File: src/rtl/ifetch_queue_pkg.sv
// ifetch_queue_pkg: RV32I fetch-stage types shared by ifetch_queue and ifq_fifo.
// Word, opcode, FIFO entry and fetch FSM state definitions.
package ifetch_queue_pkg;

  typedef logic [31:0] rv32i_word;

  typedef enum logic [6:0] {
    op_lui   = 7'b0110111,
    op_auipc = 7'b0010111,
    op_jal   = 7'b1101111,
    op_jalr  = 7'b1100111,
    op_br    = 7'b1100011,
    op_load  = 7'b0000011,
    op_store = 7'b0100011,
    op_imm   = 7'b0010011,
    op_reg   = 7'b0110011,
    op_csr   = 7'b1110011
  } rv32i_opcode;

  typedef struct packed {
    rv32i_word pc;
    rv32i_word instr;
  } ifq_entry_t;

  typedef enum logic [1:0] {
    IDLE,
    BUSY,
    DROP
  } ifq_state_t;

  localparam rv32i_word IFQ_RESET_PC = 32'h0000_0060;

  function automatic rv32i_word word_align(rv32i_word a);
    return {a[31:2], 2'b00};
  endfunction

endpackage

File: src/rtl/ifq_fifo.sv
// ifq_fifo: small {pc, instr} FIFO for the fetch stage.
// clear has priority over push and pop in the same cycle.
module ifq_fifo
  import ifetch_queue_pkg::*;
#(
  parameter int DEPTH = 4
) (
  input  logic                   clk,
  input  logic                   rst,
  input  logic                   clear,
  input  logic                   push,
  input  ifq_entry_t             din,
  input  logic                   pop,
  output logic [$clog2(DEPTH):0] count,
  output ifq_entry_t             head
);

  localparam int AW = $clog2(DEPTH);
  localparam int CW = AW + 1;

  ifq_entry_t    mem [DEPTH];
  logic [AW-1:0] wptr;
  logic [AW-1:0] rptr;
  logic          do_pop;

  assign do_pop = pop && (count != '0);
  assign head   = mem[rptr];

  always_ff @(posedge clk) begin
    if (push && !clear && !rst) begin
      mem[wptr] <= din;
    end
  end

  always_ff @(posedge clk) begin
    if (rst || clear) begin
      wptr  <= '0;
      rptr  <= '0;
      count <= '0;
    end else begin
      if (push) begin
        wptr <= wptr + 1'b1;
      end
      if (do_pop) begin
        rptr <= rptr + 1'b1;
      end
      count <= count + CW'(push) - CW'(do_pop);
    end
  end

endmodule

File: src/rtl/ifetch_queue.sv
// ifetch_queue: RV32I fetch stage, single-outstanding I-cache reads into a FIFO.
// Optional IFQ_PERF_EN adds fetch/flush/stall performance counters.
module ifetch_queue
  import ifetch_queue_pkg::*;
#(
  parameter rv32i_word RESET_PC = IFQ_RESET_PC,
  parameter int        DEPTH    = 4
) (
  input  logic        clk,
  input  logic        rst,
  output logic        inst_read,
  output logic [31:0] inst_addr,
  input  logic        inst_resp,
  input  logic [31:0] inst_rdata,
  input  logic        redirect_valid,
  input  logic [31:0] redirect_pc,
  output logic        if_valid,
  input  logic        dec_ready,
  output logic [31:0] if_pc,
  output logic [31:0] if_instr,
  output logic [6:0]  if_opcode,
  output logic [2:0]  if_funct3,
  output logic [6:0]  if_funct7
`ifdef IFQ_PERF_EN
  ,
  output logic [31:0] perf_fetch_cnt,
  output logic [31:0] perf_flush_cnt,
  output logic [31:0] perf_stall_cnt
`endif
);

  localparam int CW = $clog2(DEPTH) + 1;

  ifq_state_t    state;
  ifq_state_t    state_n;
  rv32i_word     fetch_pc;
  rv32i_word     fetch_pc_n;
  rv32i_word     req_addr;
  rv32i_word     req_addr_n;
  logic [CW-1:0] count;
  logic [CW:0]   occ;
  ifq_entry_t    din;
  ifq_entry_t    head;
  logic          push;
  logic          pop;
  logic          space;

  assign pop  = if_valid && dec_ready;
  assign push = (state == BUSY) && inst_resp && !redirect_valid;

  // occupancy after this cycle's push/pop; a request is only issued into a free slot
  assign occ   = {1'b0, count} + (CW+1)'(push) - (CW+1)'(pop);
  assign space = occ < (CW+1)'(DEPTH);

  assign din = '{pc: req_addr, instr: inst_rdata};

  ifq_fifo #(
    .DEPTH (DEPTH)
  ) u_fifo (
    .clk   (clk),
    .rst   (rst),
    .clear (redirect_valid),
    .push  (push),
    .din   (din),
    .pop   (pop),
    .count (count),
    .head  (head)
  );

  always_comb begin
    state_n    = state;
    fetch_pc_n = fetch_pc;
    req_addr_n = req_addr;
    unique case (state)
      IDLE: begin
        if (space && !redirect_valid) begin
          req_addr_n = fetch_pc;
          state_n    = BUSY;
        end
      end
      BUSY: begin
        if (inst_resp) begin
          if (!redirect_valid) begin
            fetch_pc_n = fetch_pc + 32'd4;
            if (space) begin
              req_addr_n = fetch_pc + 32'd4;
            end else begin
              state_n = IDLE;
            end
          end else begin
            state_n = IDLE;
          end
        end else if (redirect_valid) begin
          state_n = DROP;
        end
      end
      DROP: begin
        if (inst_resp) begin
          state_n = IDLE;
        end
      end
      default: state_n = IDLE;
    endcase
    if (redirect_valid) begin
      fetch_pc_n = word_align(redirect_pc);
    end
  end

  always_ff @(posedge clk) begin
    if (rst) begin
      state    <= IDLE;
      fetch_pc <= RESET_PC;
      req_addr <= '0;
    end else begin
      state    <= state_n;
      fetch_pc <= fetch_pc_n;
      req_addr <= req_addr_n;
    end
  end

  assign inst_read = (state != IDLE);
  assign inst_addr = req_addr;

  assign if_valid  = (count != '0);
  assign if_pc     = if_valid ? head.pc : '0;
  assign if_instr  = if_valid ? head.instr : '0;
  assign if_opcode = if_instr[6:0];
  assign if_funct3 = if_instr[14:12];
  assign if_funct7 = if_instr[31:25];

`ifdef IFQ_PERF_EN
  always_ff @(posedge clk) begin
    if (rst) begin
      perf_fetch_cnt <= '0;
      perf_flush_cnt <= '0;
      perf_stall_cnt <= '0;
    end else begin
      perf_fetch_cnt <= perf_fetch_cnt + 32'(push);
      perf_flush_cnt <= perf_flush_cnt + 32'(redirect_valid);
      perf_stall_cnt <= perf_stall_cnt + 32'(if_valid && !dec_ready);
    end
  end
`endif

endmodule

File: config.mk
export PLATFORM = sky130hd
export DESIGN_NAME = ifetch_queue
export DESIGN_NICKNAME = d
export VERILOG_FILES = /design/src/rtl/ifetch_queue_pkg.sv /design/src/rtl/ifq_fifo.sv /design/src/rtl/ifetch_queue.sv
export SDC_FILE = /design/constraint.sdc
export NUM_CORES = 1
export LEC_CHECK = 0
export BUFFER_PORTS_ARGS = -buffer_cell sky130_fd_sc_hd__buf_4
export CORE_ASPECT_RATIO = 0.9
export CORE_UTILIZATION = 50
export CTS_CLUSTER_DIAMETER = 200
export CTS_CLUSTER_SIZE = 20
export DETAILED_ROUTE_END_ITERATION = 7
export GPL_TIMING_DRIVEN = 1
export PLACE_DENSITY_LB_ADDON = 0.08
export SLEW_MARGIN = 20
export SYNTH_ARGS = -nofsm -noshare
export SYNTH_HDL_FRONTEND = slang
export SYNTH_SLANG_ARGS = --single-unit
File: constraint.sdc
create_clock -name clk -period 6.15 [get_ports clk]
set_input_delay 0.3075 -clock clk [delete_from_list [all_inputs] [get_ports clk]]
set_output_delay 0.3075 -clock clk [all_outputs]
set_load 0.05 [all_outputs]
---- Word level (Yosys, flattened, before mapping) ----
Memories as Yosys holds them, arrays and structs flattened. A register that Yosys moved wholly into a read port is not among the register bits.
Index checks and enable logic that the tools add are counted.
word-level totals
  logic and storage cells ................. 67
  bits in writable memories ............... 256
  memories kept ........................... 1
  input port bits ......................... 69
  output and inout bits ................... 115
  flip-flop bits (word level) ............. 73
memory list
  memory      depth  width  rd ports  clocked after memory_dff  write ports  RTL line        source
  u_fifo.mem  4      64     1         1                         1            ifq_fifo.sv:21  ifq_entry_t mem [DEPTH];
operators by class
  reductions and logical operators ........ 21
  $lt $le $gt $ge ......................... 1
  add/sub/neg operators ................... 7
  eq/ne operators ......................... 9
  mux-type cells .......................... 21
operators with widths
  operator               number
  $mux 32                9
  $pmux 32 s2            1
  $add 32x3->32 const B  1
  $mux 2                 8
  $ne 2x2->1 const B     5
  $reduce_bool 2->1      4
  $logic_and 1x1->1      7
  $ne 3x3->1 const B     2
  $pmux 2 s3             1
  $reduce_and 5->1       1
  $add 2x1->2 const B    2
  $add 3x1->4            1
  $lt 4x3->1 const B     1
  $reduce_and 2->1       2
  $reduce_and 4->1       1
  $sub 4x1->4            1
  $add 3x1->3            1
  $reduce_bool 3->1      1
  $sub 3x1->3            1
  $eq 2x1->1 const B     1
  $eq 2x2->1 const B     1
  $logic_not 1->1        2
  $logic_not 2->1        1
  $mux 1                 2
  2 further kinds        2

---- Longest topological paths before layout ----
Gate-level depths: netlist (run 1).
  depth after elaboration ................. 10
  gate-level depth with buffers ........... 12
  mapped depth without buffers ............ 10

---- Modules after synthesis ----
Synthesis (run 1) repeated with hierarchy kept, for this count alone.
unflattened totals
  cell total of the unflattened synthesis .. 887
  area, all modules ....................... 13,817.0 µm²
by module, submodules not included
  module        cells each  area an instance (µm²)  instances  seq. area each (µm²)
  ifq_fifo      380         9,791.9                 1          7,867.5
  ifetch_queue  507         4,025.1                 1          1,241.2

---- Least setup slack after synthesis (run 1) ----
OpenSTA, ideal clock, no wires.
  kind .................................... register -> register
  start point ............................. reg u_fifo.count[1]
  end point ............................... reg req_addr[25] (netlist: inst_addr[25])
  required time ........................... 6,071 ps
  arrival time ............................ 3,017 ps
  stages on the path, launching flop included .. 13
  path buffers ............................ 2
  slack ................................... 3,053 ps
  clock period less this slack ............ 3,097 ps
  setup time .............................. 79 ps
  cell sequence ........................... dfxtp_1 -> or3_1 -> clkbuf_1 -> and2_1 -> ha_1 -> inv_1 -> ha_1 -> a211oi_1 -> or4_1 -> nor3_1 -> clkbuf_1 -> nor2_1 -> a211oi_2
between the ends
  cells in the longest elaborated chain, start to end .. 7
  elaborated cells between the ends (all ways) .. 9
  classes of those cells .................. 2 x add/sub; 1 x order compare; 2 x eq/ne; 4 x reduce/logical
ends and longest elaborated chain
  what                                                 RTL line             source
  start, declared                                      ifq_fifo.sv:14       output logic [$clog2(DEPTH):0] count,
  start signal, assigned                               ifq_fifo.sv:47       count <= count + CW'(push) - CW'(do_pop);
  branches (longest 2 deep; another with $add 3x1->4)  -
  $sub 4x1->4 *                                        ifetch_queue.sv:52   assign occ = {1'b0, count} + (CW+1)'(push) - (CW+1)'(pop);
  $lt 4x3->1 *                                         ifetch_queue.sv:53   assign space = occ < (CW+1)'(DEPTH);
  $logic_and 1x1->1                                    ifetch_queue.sv:76   if (space && !redirect_valid) begin
  $ne 2x2->1 (no source line)                          -
  $reduce_and 5->1 (no source line) *                  -
  end signal, assigned                                 ifetch_queue.sv:117  req_addr <= req_addr_n;
  end, declared                                        ifetch_queue.sv:38   rv32i_word req_addr;
Every way passes the cells marked *.
A chain may end at the register's enable or synchronous reset.

---- Worst setup path in the final report (run 1) ----
  start point ............................. reg u_fifo.count[1]
  end point ............................... reg req_addr[13] (netlist: inst_addr[13])
Same word-level chain as after synthesis.

==> metrics.txt, run 1 <==
status=finished clean; detailed-route vias per instance=5.418; flops & latches, synth=319; Synth Area in Compound Gates=0.03830; synth warn=0; routed len/inst=19.27 µm; vias=7,590; Syn Std Cell Area=0.01336 mm²; Post-Route WL=27,000 µm; Seq/Total Area, Yosys=0.6637; CTS Buf Count=19; count leader, synth=edfxtp_1; area of the multi-input gates=0.004101 mm²; Synth top cells by count=edfxtp_1, dfxtp_1, nor2_1, and2_1, mux4_2; post-synthesis simple-gate area fraction=0.1103; worst slew pin tran=1.015 ns; crit path max fanout=64; Iteration-0 DRC Markers=468; Period Utilization, post-route=0.6744; area leader, netlist=edfxtp_1; Post-synth EDFFs=248; Layout Nets=1,121; I/O Buffers=177; power density cells=269.1 mW/mm²; first-pass GRT wire length=42,180 µm; Leak=5.330 nW; die extent in y=157.1 µm; Syn Inst Count=881; Final Critical Period=4.148 ns; peak supply drop=0.0001522 V; syn avg cell area=15.17 µm²; Sink Count=319; # IOs=184; Finish-stage setup viols=0; clk buf depth=3; slew margin rel.=0.3235; Async S/R FF share, synth=0; Synth cell types=43; Max Slew Vio Count=0; origin of the worst min-delay path=redirect_pc[6]; total power=4.222 mW; Layout Cells excl Fill=1,401; unrepaired setup endpoints after global routing=no; RR Startpoint=u_fifo.count[1]$_SDFF_PP0_; Synth Area in XOR/XNOR=0.03671; setup TNS=0 ns; maximum operating frequency=0.2411 GHz; die footprint=0.02738 mm²; Most used DFF post-synth=edfxtp_1; total grt overflow=0; Max-Cap Viols=0; Placement Setup Slack=2.015 ns; critical path startpoint=u_fifo.count[1]$_SDFF_PP0_; starting density of the core=0.5113; Die X-Extent=174.3 µm; clock root buffer=clkbuf_16; DR pass1 iterations=5; register area=0.008876 mm²; largest net degree at the start of global routing=67; area grow syn2layout=17.42%; top-area cell type share of the netlist area=0.5574; startpoint types=flip-flop; critical path required time=6.57 ns; final hold vios=0; vias in the first global route=7,436; GR Util All Layers=0.1984; final setup margin=2.003 ns; clock skew after layout=0.01336 ns; Post-Synth Adder-Cell Area=0.01180; Synth area leaders=edfxtp_1, dfxtp_1, mux4_2; # fillers=2,050; worst hold-check path type=in2reg; initial antenna violation count=0; Routed Antenna Nets=0; Crit path arrival time=4.57 ns; DRC violations left=0; Setup CP Type=reg2reg; ratio of cells with drive above 1 in the final layout=0.2735; n_diodes=0; CTS tree=done; mux cell area share after synthesis=0.1068; row cnt=56; clk slew on worst S/H paths=0.09 ns; largest family of logic cells by synthesized area=simple AND/OR/NAND/NOR gates; Placer Congestion=0.8036; Setup crit end kind=flip-flop; DP HPWL=15,880 µm; Core ar.=0.02614 mm²; htree depth=1; placed cell count=1,334; latest clock arrival within the worst-skew pair=0.52 ns
[state kept, by name (all words and copies together) (netlist names), named ones only]
| name | count |
|---|---|
| fetch_pc | 30 |
| inst_addr | 30 |
| state | 2 |
| u_fifo.count | 3 |
| u_fifo.mem | 248 |
| u_fifo.rptr | 2 |
| u_fifo.wptr | 2 |
[routing by layer]
| layer | share of wire | global-route usage | vias to the layer above |
|---|---|---|---|
| met2 | 0.47 | 0.3182 | 166 |
| met4 | 0.014 | 0.03425 | 0 |
| met3 | 0.037 | 0.02367 | 25 |
| met1 | 0.47 | 0.2963 | 3780 |
| li1 | - | - | 3619 |
| met5 | 0 | 0 | - |
[area by class of cell]
cell class,instances,share of cell area
clock inverters,1,0.0005583
flip-flops and latches,319,0.5658
clock buffers,33,0.03365
well taps,348,0.02775
repair buffers,214,0.1085
inverters,10,0.002393
multi-input cells,476,0.2614
[metrics by stage]
step,hold WS (ns),util,area [µm²]
after floorplan,0.3868,-,13370
after CTS,0.005936,0.6003,15690
after global placement,0.4926,0.5671,14820
final,0.01074,0.6003,15690
after detailed placement,0.4965,0.5671,14820
after global routing,0.01732,0.6003,15690
[critical path, cell delays in order, from the launching register on]
cell and delay, ns:
dfxtp_1 0.36, or3_2 0.48, buf_4 0.35, and2_1 0.30
ha_1 0.28, inv_1 0.08, ha_1 0.20, a211oi_1 0.10
or4_1 0.49, nor3_2 0.75, buf_12 0.30, nor2_1 0.08
a211oi_1 0.24
[power by group]
part	internal, mW	switching [mW]
Clock	0.590	0.676
Sequential	2.38	0.0726
Combinational	0.177	0.325
Total	3.15	1.07
[what timing repair did]
item | CTS | global route
hold buffers | 33 | 0
setup buffers | 0 | 0
endpoints found under the hold margin | 129 | 0
gates resized for setup | 0 | 0
[cell families (layout without fill, tap and decap cells)]
logic type,Yosys count,count (layout)
buffers and inverters,89,258
muxes,65,65
and+or+nand+nor,269,269
xor gates and xnor gates,56,56
DFF,319,319
other,1,4
adders and majority gates,12,12
AOI/OAI and AO/OA,70,70
[layout by cell type, fill, tap and decap left out, types with 19 or more instances in the layout]
cell type,n
a211oi_1,41
and2_1,65
buf_4,180
clkbuf_16,19
dfxtp_1,69
dlygate4sd3_1,33
edfxtp_1,248
mux4_2,62
nand2_1,32
nand4_1,19
nor2_1,70
xnor2_1,32
xor2_1,24
[worst paths after layout]
kind | endpoint | slack (ns) | cells after the start
max | inst_addr[13]$_SDFFE_PP0P_ | 2.00 | 12
min | fetch_pc[6]$_SDFFE_PP1P_ | 0.01 | 3
max reg2reg | inst_addr[13]$_SDFFE_PP0P_ | 2.00 | 12
min reg2reg | u_fifo.wptr[1]$_SDFFE_PP0N_ | 0.50 | 2
Power figures use the tool's default switching activity.
==> run 2: changes to the inputs <==
--- a/config.mk
+++ b/config.mk
@@ -5,6 +5,7 @@
 export SDC_FILE = /design/constraint.sdc
 export NUM_CORES = 1
 export LEC_CHECK = 0
+export ABC_AREA = 1
 export BUFFER_PORTS_ARGS = -buffer_cell sky130_fd_sc_hd__buf_4
 export CORE_ASPECT_RATIO = 0.9
 export CORE_UTILIZATION = 50
==> constraint.sdc (replaced) <==
create_clock -name clk -period 4.3 [get_ports clk]
set_input_delay 0.215 -clock clk [delete_from_list [all_inputs] [get_ports clk]]
set_output_delay 0.215 -clock clk [all_outputs]
set_load 0.05 [all_outputs]
==> run 2 against run 1 <==
Die area grew 4.5%; clock power grew 43%; power grew 49%; flip-flop and latch count is the same; synthesized cell count grew 66%; wire length grew 22%; first-iteration DRC count grew 98%; critical path depth shrank 7; critical path type is now reg2out.
==> metrics.txt, run 2 <==
status=finished clean (unchanged); Finish-stage setup viols=0 (unchanged); Worst Hold End=fetch_pc[16]$_SDFFE_PP0P_ (was fetch_pc[6]$_SDFFE_PP1P_); cts hold-fix bufs=44 (was 33); Setup Fix Bufs, Post-CTS=0 (unchanged); CTS Buf Count=19 (unchanged); first-pass GRT wire length=51,150 µm (was 42,180 µm); die footprint=0.02860 mm² (was 0.02738 mm²); mux cell area share after synthesis=0.0007168 (was 0.1068); n_diodes=0 (unchanged); power density cells=383.1 mW/mm² (was 269.1 mW/mm²); Routed Antenna Nets=0 (unchanged); Syn Inst Count=1,464 (was 881); Post-Route WL=32,890 µm (was 27,000 µm); Iteration-0 DRC Markers=926 (was 468); Setup CP Type=reg2out (was reg2reg); RR Startpoint=state[0]$_SDFFE_PP0P_ (was u_fifo.count[1]$_SDFF_PP0_); peak supply drop=0.0002781 V (was 0.0001522 V); final hold vios=0 (unchanged); syn avg cell area=9.539 µm² (was 15.17 µm²); area grow syn2layout=17.50% (was 17.42%); Synth cell types=36 (was 43); final setup margin=1.144 ns (was 2.003 ns); initial antenna violation count=0 (unchanged); synth warn=0 (unchanged); largest net degree at the start of global routing=68 (was 67); worst r2r path cells=14 (was 12); latest clock arrival within the worst-skew pair=0.51 ns (was 0.52 ns); ratio of cells with drive above 1 in the final layout=0.1421 (was 0.2735); detailed-route vias per instance=5.197 (was 5.418); area of the multi-input gates=0.004294 mm² (was 0.004101 mm²); clock root buffer=clkbuf_16 (unchanged); Placer Congestion=0.9653 (was 0.8036); die extent in y=160.5 µm (was 157.1 µm); worst hold-check path type=in2reg (unchanged); most frequent cells in the layout=nor2_1, edfxtp_1, nand2_1, buf_4, o21ai_0 (was edfxtp_1, buf_4, nor2_1, dfxtp_1, and2_1); Leak=6.228 nW (was 5.330 nW); Die X-Extent=178.2 µm (was 174.3 µm); maximum operating frequency=0.3168 GHz; Max Slew Vio Count=0 (unchanged); cell area after layout=0.01641 mm² (was 0.01569 mm²); reg2reg end=inst_addr[12]$_SDFFE_PP0P_ (was inst_addr[13]$_SDFFE_PP0P_); Seq/Total Area, Yosys=0.6351 (was 0.6637); register area=0.008874 mm² (was 0.008876 mm²); most flop-heavy register=u_fifo.mem (unchanged); most common cell after layout, fill and taps aside=nor2_1 (was edfxtp_1); worst slew pin tran=0.8874 ns (was 1.015 ns); Post-synth EDFFs=248 (unchanged); Post-Synth Adder-Cell Area=0.01129 (was 0.01180); Syn Std Cell Area=0.01396 mm² (was 0.01336 mm²); routed len/inst=16.49 µm (was 19.27 µm); total grt overflow=0 (unchanged); Post-DP Area=0.01543 mm² (was 0.01482 mm²); crit path max fanout=67 (was 64); DP HPWL=19,830 µm (was 15,880 µm); Async S/R FF share, synth=0 (unchanged); count leader, synth=nor2_1 (was edfxtp_1); Synth Area in XOR/XNOR=0.008781 (was 0.03671); vias=10,360 (was 7,590); GR Util All Layers=0.2288 (was 0.1984); Setup crit end kind=output port (was flip-flop); flops & latches, synth=319 (unchanged); r2r setup slk=1.19 ns (was 2.00 ns); max reg flops=248 (unchanged); origin of the worst min-delay path=redirect_pc[16] (was redirect_pc[6]); Period Utilization, post-route=0.7340; DR pass1 iterations=8 (was 5); unrepaired setup endpoints after global routing=no (unchanged); post-CTS resize count=0 (unchanged); clk buf depth=3 (unchanged); area leader, netlist=edfxtp_1 (unchanged); htree depth=1 (unchanged); Synth area leaders=edfxtp_1, dfxtp_1, nor2_1 (was edfxtp_1, dfxtp_1, mux4_2); vias in the first global route=9,436 (was 7,436); largest family of logic cells by synthesized area=simple AND/OR/NAND/NOR gates (unchanged); Synth Area in Compound Gates=0.1053 (was 0.03830); critical path required time=4.09 ns (was 6.57 ns); post-synthesis simple-gate area fraction=0.1778 (was 0.1103); Placement Setup Slack=1.208 ns (was 2.015 ns); DRC violations left=0 (unchanged); Core ar.=0.02724 mm² (was 0.02614 mm²); Max-Cap Viols=0 (unchanged); row cnt=57 (was 56); CTS tree=done (unchanged); I/O Buffers=177 (unchanged); WHS Path Cells=5 (was 3); startpoint types=flip-flop (unchanged); slew margin rel.=0.4084 (was 0.3235); starting density of the core=0.5126 (was 0.5113); clk slew on worst S/H paths=0.09 ns (about the same); Synth top cells by count=nor2_1, edfxtp_1, nand2_1, o21ai_0, a21oi_1 (was edfxtp_1, dfxtp_1, nor2_1, and2_1, mux4_2); Crit path arrival time=2.94 ns (was 4.57 ns); setup TNS=0 ns (unchanged); Most used DFF post-synth=edfxtp_1 (unchanged); # IOs=184 (unchanged); # fillers=2,369 (was 2,050); Final Critical Period=3.156 ns; Layout Nets=1,708 (was 1,121); clock skew after layout=0.01190 ns (was 0.01336 ns); top-area cell type share of the netlist area=0.5333 (was 0.5574); Sink Count=319 (unchanged)
-- run 2: changes by cell type after synthesis, sizes merged, moves of 62 or more --
cell and change:
and2 -65, nand2 +217, mux4 -62, nor2 +285, a21oi +110, o21ai +149
inv +85
-- run 2: power breakdown --
part           internal, mW  switching (mW)  total, mW
Combinational         0.282           0.656      0.938
Sequential             3.43           0.107       3.53
Clock                 0.844           0.970       1.81
-- run 2: cell families (layout without fill, tap and decap cells) --
group	after synthesis	after routing
fa+ha+maj	12	12
compound gates	289	289
buf+inv	191	364
mux	1	1
flops	319	319
other cells	1	4
simple gates	637	637
xor+xnor	14	14
-- run 2: critical path, cell delays in order (launching register included) --
cell and delay, ns:
dfxtp_4 0.54, inv_2 0.49, buf_4 0.56, o21ai_0 0.17, a21oi_1 0.32, buf_4 0.27
-- run 2: per-layer routing --
metal / vias to the layer above / track usage / part of all wire
met1: 4905 / 0.3315 / 0.46
met5: - / 0 / 0
met4: 0 / 0.04779 / 0.016
li1: 5152 / - / -
met2: 273 / 0.3723 / 0.47
met3: 32 / 0.02533 / 0.050
-- run 2: final cells by class --
cell class / instances / share of cell area
clock buffers: 33 / 0.03218
clock inverters: 1 / 0.0005338
inverters: 97 / 0.02219
multi-input cells: 957 / 0.2617
flip-flops and latches: 319 / 0.5408
well taps: 354 / 0.02699
repair buffers: 233 / 0.1156
-- run 2: worst max path at each step --
stage	cells past startpoint	slack [ns]	startpoint	end
2_1_floorplan	4	0.50	state[0]$_SDFFE_PP0P_	u_fifo.mem[0][0]$_DFFE_PP_
3_3_place_gp	14	1.23	state[0]$_SDFFE_PP0P_	inst_addr[12]$_SDFFE_PP0P_
3_5_place_dp	14	1.21	state[0]$_SDFFE_PP0P_	inst_addr[12]$_SDFFE_PP0P_
4_1_cts	5	1.12	flip-flop	if_instr[12]
5_1_grt	14	0.76	state[0]$_SDFFE_PP0P_	inst_addr[12]$_SDFFE_PP0P_
6_report	5	1.14	flip-flop	if_instr[12]
-- run 2: through the flow --
stage	hold WS, ns	power [mW]	utilization	std cells
4_1_cts	0.01434	6.322	0.6023	1994
6_report	0.02616	6.286	0.6023	1994
3_3_place_gp	0.4166	4.498	0.5664	1916
3_5_place_dp	0.4170	4.512	0.5664	1916
5_1_grt	0.05930	6.519	0.6023	1994
2_1_floorplan	0.3139	4.218	-	1467
